## config.mk

```make
export PLATFORM = sky130hd
export DESIGN_NAME = pixel_frame_sequencer
export DESIGN_NICKNAME = d
export VERILOG_FILES = /design/src/rtl/pixel_frame_sequencer.sv
export SDC_FILE = /design/constraint.sdc
export NUM_CORES = 1
export LEC_CHECK = 0
export ABC_AREA = 1
export BUFFER_PORTS_ARGS = -buffer_cell sky130_fd_sc_hd__buf_2
export CORE_UTILIZATION = 45
export CTS_CLUSTER_DIAMETER = 40
export CTS_CLUSTER_SIZE = 8
export DETAILED_ROUTE_END_ITERATION = 12
export GPL_ROUTABILITY_DRIVEN = 0
export PLACE_DENSITY = 0.65
export SLEW_MARGIN = 15
export SYNTH_ARGS = -nofsm -noshare
export SYNTH_HDL_FRONTEND = slang
export SYNTH_SLANG_ARGS = --single-unit
```

## constraint.sdc

```tcl
create_clock -name SYSTEM_CLK -period 1.95 [get_ports SYSTEM_CLK]
set_input_delay 0.0975 -clock SYSTEM_CLK [delete_from_list [all_inputs] [get_ports SYSTEM_CLK]]
set_output_delay 0.0975 -clock SYSTEM_CLK [all_outputs]
set_load 0.05 [all_outputs]
```

## src/rtl/pixel_frame_sequencer.sv

```systemverilog
// Frame timing controller for the pixel array: erase, exposure, ramp conversion, then readout.
// Define PIXEL_SEQ_ABORT_EN to add an ABORT input that returns a running frame to IDLE.
module pixel_frame_sequencer #(
    parameter int WIDTH                  = 2,
    parameter int HEIGHT                 = 2,
    parameter int OUTPUT_BUS_PIXEL_WIDTH = 2,
    parameter int BIT_DEPTH              = 8,
    parameter int ERASE_CYCLES           = 4
) (
    input  logic                 SYSTEM_CLK,
    input  logic                 SYSTEM_RESET,
    input  logic                 START,
    input  logic                 CONTINUOUS,
    input  logic [15:0]          EXPOSE_TIME,
`ifdef PIXEL_SEQ_ABORT_EN
    input  logic                 ABORT,
`endif
    output logic                 BUSY,
    output logic                 FRAME_DONE,
    output logic                 POWER_ENABLE,
    output logic                 ERASE,
    output logic                 EXPOSE,
    output logic                 VBN1,
    output logic                 COUNTER_RESET,
    output logic                 WRITE_ENABLE,
    output logic                 COUNTER_CLOCK,
    output logic [BIT_DEPTH-1:0] RAMP_CODE,
    output logic                 READ_RESET,
    output logic                 READ_CLK_IN
);

    localparam int NWORDS   = (WIDTH * HEIGHT) / OUTPUT_BUS_PIXEL_WIDTH;
    localparam int CONV_LEN = 2 * (2 ** BIT_DEPTH);
    localparam int READ_LEN = 2 * NWORDS + 1;
    localparam int MAX_AB   = (ERASE_CYCLES > CONV_LEN) ? ERASE_CYCLES : CONV_LEN;
    localparam int MAX_LEN  = (MAX_AB > READ_LEN) ? MAX_AB : READ_LEN;
    localparam int CNT_W    = (MAX_LEN > 1) ? $clog2(MAX_LEN) : 1;

    localparam logic [CNT_W-1:0] ERASE_LAST = CNT_W'(ERASE_CYCLES - 1);
    localparam logic [CNT_W-1:0] CONV_LAST  = CNT_W'(CONV_LEN - 1);
    localparam logic [CNT_W-1:0] READ_LAST  = CNT_W'(READ_LEN - 1);
    localparam logic [BIT_DEPTH-1:0] RAMP_MAX = {BIT_DEPTH{1'b1}};

    generate
        if ((WIDTH * HEIGHT) % OUTPUT_BUS_PIXEL_WIDTH != 0) begin : g_bad_bus_width
            $error("WIDTH*HEIGHT must be a multiple of OUTPUT_BUS_PIXEL_WIDTH");
        end
        if (ERASE_CYCLES < 1) begin : g_bad_erase
            $error("ERASE_CYCLES must be at least 1");
        end
    endgenerate

    typedef enum logic [2:0] {
        ST_IDLE,
        ST_ERASE,
        ST_EXPOSE,
        ST_CONVERT,
        ST_READ
    } state_t;

    state_t               state_reg, state_next;
    logic [CNT_W-1:0]     cnt_reg, cnt_next;
    logic [15:0]          exp_cnt_reg, exp_cnt_next;
    logic [15:0]          exp_len_reg, exp_len_next;
    logic                 done_next;
    logic [BIT_DEPTH-1:0] ramp_reg, ramp_next;
    logic                 cclk_reg;

    logic busy_reg, done_reg, power_reg, erase_reg, expose_reg, vbn1_reg;
    logic cnt_rst_reg, we_reg, read_rst_reg, read_clk_reg;

    // Next-state and phase counters; outputs below are decoded from these so they are registered.
    always_comb begin
        state_next   = state_reg;
        cnt_next     = cnt_reg;
        exp_cnt_next = exp_cnt_reg;
        exp_len_next = exp_len_reg;
        done_next    = 1'b0;
        case (state_reg)
            ST_IDLE: begin
                if (START) begin
                    state_next   = ST_ERASE;
                    cnt_next     = '0;
                    exp_len_next = (EXPOSE_TIME == 16'd0) ? 16'd1 : EXPOSE_TIME;
                end
            end
            ST_ERASE: begin
                if (cnt_reg == ERASE_LAST) begin
                    state_next   = ST_EXPOSE;
                    cnt_next     = '0;
                    exp_cnt_next = '0;
                end else begin
                    cnt_next = cnt_reg + CNT_W'(1);
                end
            end
            ST_EXPOSE: begin
                if (exp_cnt_reg == exp_len_reg - 16'd1) begin
                    state_next   = ST_CONVERT;
                    cnt_next     = '0;
                    exp_cnt_next = '0;
                end else begin
                    exp_cnt_next = exp_cnt_reg + 16'd1;
                end
            end
            ST_CONVERT: begin
                if (cnt_reg == CONV_LAST) begin
                    state_next = ST_READ;
                    cnt_next   = '0;
                end else begin
                    cnt_next = cnt_reg + CNT_W'(1);
                end
            end
            ST_READ: begin
                if (cnt_reg == READ_LAST) begin
                    done_next = 1'b1;
                    cnt_next  = '0;
                    if (CONTINUOUS) begin
                        state_next   = ST_ERASE;
                        exp_len_next = (EXPOSE_TIME == 16'd0) ? 16'd1 : EXPOSE_TIME;
                    end else begin
                        state_next = ST_IDLE;
                    end
                end else begin
                    cnt_next = cnt_reg + CNT_W'(1);
                end
            end
            default: begin
                state_next = ST_IDLE;
                cnt_next   = '0;
            end
        endcase
`ifdef PIXEL_SEQ_ABORT_EN
        // Abort wins over everything, including a continuous restart.
        if (ABORT && (state_reg != ST_IDLE)) begin
            state_next   = ST_IDLE;
            cnt_next     = '0;
            exp_cnt_next = '0;
            exp_len_next = exp_len_reg;
            done_next    = 1'b0;
        end
`endif
    end

    // Ramp steps after each high COUNTER_CLOCK cycle and saturates rather than wrapping.
    always_comb begin
        ramp_next = '0;
        if (state_next == ST_CONVERT) begin
            ramp_next = ramp_reg;
            if ((state_reg == ST_CONVERT) && cclk_reg && (ramp_reg != RAMP_MAX)) begin
                ramp_next = ramp_reg + BIT_DEPTH'(1);
            end
        end
    end

    always_ff @(posedge SYSTEM_CLK or negedge SYSTEM_RESET) begin
        if (!SYSTEM_RESET) begin
            state_reg    <= ST_IDLE;
            cnt_reg      <= '0;
            exp_cnt_reg  <= '0;
            exp_len_reg  <= '0;
            ramp_reg     <= '0;
            cclk_reg     <= 1'b0;
            busy_reg     <= 1'b0;
            done_reg     <= 1'b0;
            power_reg    <= 1'b0;
            erase_reg    <= 1'b0;
            expose_reg   <= 1'b0;
            vbn1_reg     <= 1'b0;
            cnt_rst_reg  <= 1'b0;
            we_reg       <= 1'b0;
            read_rst_reg <= 1'b0;
            read_clk_reg <= 1'b0;
        end else begin
            state_reg    <= state_next;
            cnt_reg      <= cnt_next;
            exp_cnt_reg  <= exp_cnt_next;
            exp_len_reg  <= exp_len_next;
            ramp_reg     <= ramp_next;
            cclk_reg     <= (state_next == ST_CONVERT) && cnt_next[0];
            busy_reg     <= (state_next != ST_IDLE);
            done_reg     <= done_next;
            power_reg    <= (state_next == ST_ERASE) || (state_next == ST_EXPOSE) ||
                            (state_next == ST_CONVERT);
            erase_reg    <= (state_next == ST_ERASE);
            expose_reg   <= (state_next == ST_EXPOSE);
            vbn1_reg     <= (state_next == ST_CONVERT);
            cnt_rst_reg  <= (state_next == ST_ERASE);
            we_reg       <= (state_next == ST_CONVERT);
            read_rst_reg <= (state_next == ST_READ) && (cnt_next == '0);
            // Odd read slots are the high half of each word strobe.
            read_clk_reg <= (state_next == ST_READ) && cnt_next[0];
        end
    end

    assign BUSY          = busy_reg;
    assign FRAME_DONE    = done_reg;
    assign POWER_ENABLE  = power_reg;
    assign ERASE         = erase_reg;
    assign EXPOSE        = expose_reg;
    assign VBN1          = vbn1_reg;
    assign COUNTER_RESET = cnt_rst_reg;
    assign WRITE_ENABLE  = we_reg;
    assign COUNTER_CLOCK = cclk_reg;
    assign RAMP_CODE     = ramp_reg;
    assign READ_RESET    = read_rst_reg;
    assign READ_CLK_IN   = read_clk_reg;

endmodule

```

==> metrics.yaml <==
status:
  status: "complete, but fails checks"
  violations: "setup timing"
setup_path:
  cp.arrival_ps: 2440
  reg2reg_slack_ps: -220
  worstSetupPathType: "register to register"
  reg2reg_to: "READ_RESET"
  crit_fanout: 7
  r2r-start: "exp_len_reg[0]"
  cp-end-kind: "register"
  required_ps: 2230
  reg2reg_depth: 14
  worst_setup_path_start_kind: "register"
worst_hold_path:
  holdCritPathClass: "primary input to register"
  min_from: "EXPOSE_TIME[1]"
  hold_depth: 3
  hold_end: "exp_len_reg[1]"
die:
  io_pins: 39
  rows: 33
  die_x_um: 94.9
  start_util_pct: 46.8
  fp.dieH_um: 94.9
  die_area_sq_um: 9010
  core_area_sq_um: 8300
timing:
  clock.fmax_mhz: 462
  tightest_slew_ps: 486
  fin_crit_sh_pct: 111
  finalWorstSetupSlack_ps: -215
  slew_violations: 0
  fin_tns_setup_ps: -2350
  finalClockSkew_ps: 11.5
  finalHoldViolCount: 0
  post-route-min-period_ps: 2170
  maxSlewHeadroom_pct: 67.3
  setup_viol: 34
  rsz0062_at_grt: "yes"
clock_tree:
  worstSkewPairLatency_ps: 350
  cts_made_buffers: 9
  cts_buffer_depth: 2
  cts_sinks: 61
  cts_tree: "yes"
  path_clk_slew_ps: 80
  cts_htree_levels: 3
  clock-root-buffer: "clkbuf_8"
synth:
  syn-num-nets: 553
  ys_seq_area_share_pct: 39.3
  synth-main-ff-cell: "dfrtp_1"
  synth_cell_type_count: 38
  syn_area_sq_um: 3890
  synthCells: 527
  synth_seq_cells: 61
  synth-edff-count: 0
  yosysWarningCount: 0
  avgSynthCellArea_sq_um: 7.38
  async_flop_share_pct: 100
global_route:
  grt_max_degree: 33
  antenna_found_initial: 0
  overflow: 0
  grtUsageTotal_pct: 25.8
  grt_pass1_wl_um: 17800
  grt_pass1_vias: 3952
layout:
  fill_cells: 675
  syn_to_final_growth_pct: 42.5
  n_antenna_cell: 0
  post_route_cells_drive_above_1_share_pct: 38.3
  nets: 689
pwr:
  p_leak_nw: 2.76
  power_density_nw_per_um2: 1270
  ir_drop_v: 0.000568
  power.total_mw: 7.04
route:
  via_per_inst: 5.08
  vias: 3929
  wire_per_inst_um: 13.9
  antenna_left: 0
  dr.pass1.iters: 4
  wirelength_um: 10800
  drc_errors: 0
  drt_iter0_drc: 158
placed_design:
  pre_cts_ws_ps: -259
  place_hpwl_um: 7440
  io_buffers: 38
run:
  maxCapViolations: 0
## timing repair
| action | CTS | global route |
|---|---|---|
| pin swaps | 17 | 26 |
| cloned | 1 | 0 |
| hold endpoints to repair | 73 | 0 |
| buffers inserted | 11 | 8 |
| hold buffers | 13 | 0 |
| endpoints found under the setup margin | 35 | 41 |
| resized for setup | 49 | 49 |
## through the flow
| step | std cells | utilization (%) | cell area, sq um | hold slack, ps |
|---|---|---|---|---|
| final | 773 | 66.7 | 5540 | 2.92 |
| after global routing | 773 | 66.7 | 5540 | 8.91 |
| after CTS | 765 | 63.7 | 5280 | 1.11 |
| after detailed placement | 725 | 56.5 | 4690 | -29.7 |
| after global placement | 725 | 56.5 | 4690 | -30.5 |
| after floorplan | 527 | - | 3920 | -198 |
## critical path: stages, from the launching register on
cell     delay [ps]
dfrtp_1         390
inv_2            90
buf_4           140
nand2_4          70
nor2_4          210
nand2_1         100
nand2_2          90
nand3_1          90
nor2_2          170
nand3_4         160
nand3_2         100
nand2_1          60
nor2_2          140
nand3_2          80
nor3_2          180
## placed cells by master (no fill, tap or decap), types with 5 or more instances in the layout
cell type      instances
nand2_1              115
buf_4                 71
inv_1                 60
dfrtp_1               58
nor2_1                43
buf_2                 38
nand3_1               37
nand2_2               22
nor2_2                18
o21ai_0               18
xor2_1                17
nor2_4                15
nand3_2               15
dlygate4sd3_1         13
xnor2_1               11
clkbuf_8              10
buf_6                  9
inv_2                  8
o22ai_1                8
a21oi_1                6
nand2_4                5
## layer usage
metal	GRT usage (%)	wire, um	share of wire (%)
met1	32.2	4700	44
met2	42.3	5310	49
met3	5.31	455	4.2
met4	12.5	306	2.8
met5	0	0	0
## how the worst max path moves through the flow
stage                              start           end  slack [ps]  cells after the start
after floorplan               cnt_reg[0]  RAMP_CODE[3]         -30                     15
after global placement    exp_len_reg[1]    READ_RESET        -220                     14
after detailed placement  exp_len_reg[1]    READ_RESET        -260                     14
after CTS                 exp_len_reg[5]  RAMP_CODE[4]         -90                     15
after global routing      exp_len_reg[1]  RAMP_CODE[3]        -340                     14
final                     exp_len_reg[0]    READ_RESET        -220                     14
## cell usage after synthesis (2+ instances only)
master | count | area, sq um
ha_1 | 6 | 75.1
inv_1 | 66 | 248
clkinv_1 | 3 | 11.3
o21ai_0 | 19 | 95.1
xnor2_1 | 11 | 96.3
inv_2 | 4 | 15.0
nor2_2 | 13 | 81.3
xor2_1 | 17 | 149
nand3_1 | 51 | 255
nor2_4 | 2 | 22.5
nand2_4 | 3 | 33.8
nand2_2 | 7 | 43.8
o31ai_1 | 4 | 30.0
mux2_2 | 4 | 45.0
nand3_2 | 4 | 40.0
nor3_2 | 6 | 60.1
nor2_1 | 61 | 229
nand4_1 | 4 | 25.0
buf_4 | 2 | 15.0
dfrtp_1 | 61 | 1530
o22ai_1 | 8 | 50.1
a21oi_1 | 9 | 45.0
nor3_1 | 4 | 20.0
o21ai_1 | 2 | 10.0
nor4_1 | 4 | 25.0
or2_2 | 3 | 18.8
clkbuf_1 | 4 | 15.0
nand3b_1 | 3 | 22.5
nand2_1 | 133 | 499
## layout make-up
type | count | area, sq um | share of cell area [%]
Timing Repair Buffer | 132 | 975 | 17.6
Clock inverter | 5 | 60.1 | 1.08
Inverter | 73 | 279 | 5.04
Tap cell | 105 | 131 | 2.37
Clock buffer | 11 | 141 | 2.55
Sequential cell | 61 | 1530 | 27.6
Multi-Input combinational cell | 386 | 2420 | 43.7
## power breakdown
part	internal [mW]	switching, mW
Sequential	1.57	0.337
Clock	0.627	0.545
Combinational	1.62	2.34
Total	3.81	3.23
## cell families (layout without fill, tap and decap cells)
group,after synthesis,count (layout),synth area share (%)
and+or+nand+nor,301,302,36.4
buffers and inverters,81,221,8.08
adders and majority gates,6,6,1.93
xor gates and xnor gates,28,28,6.31
DFF,61,61,39.3
muxes,4,4,1.16
AOI/OAI and AO/OA,46,46,6.82
(Power assumes the default switching activity.)
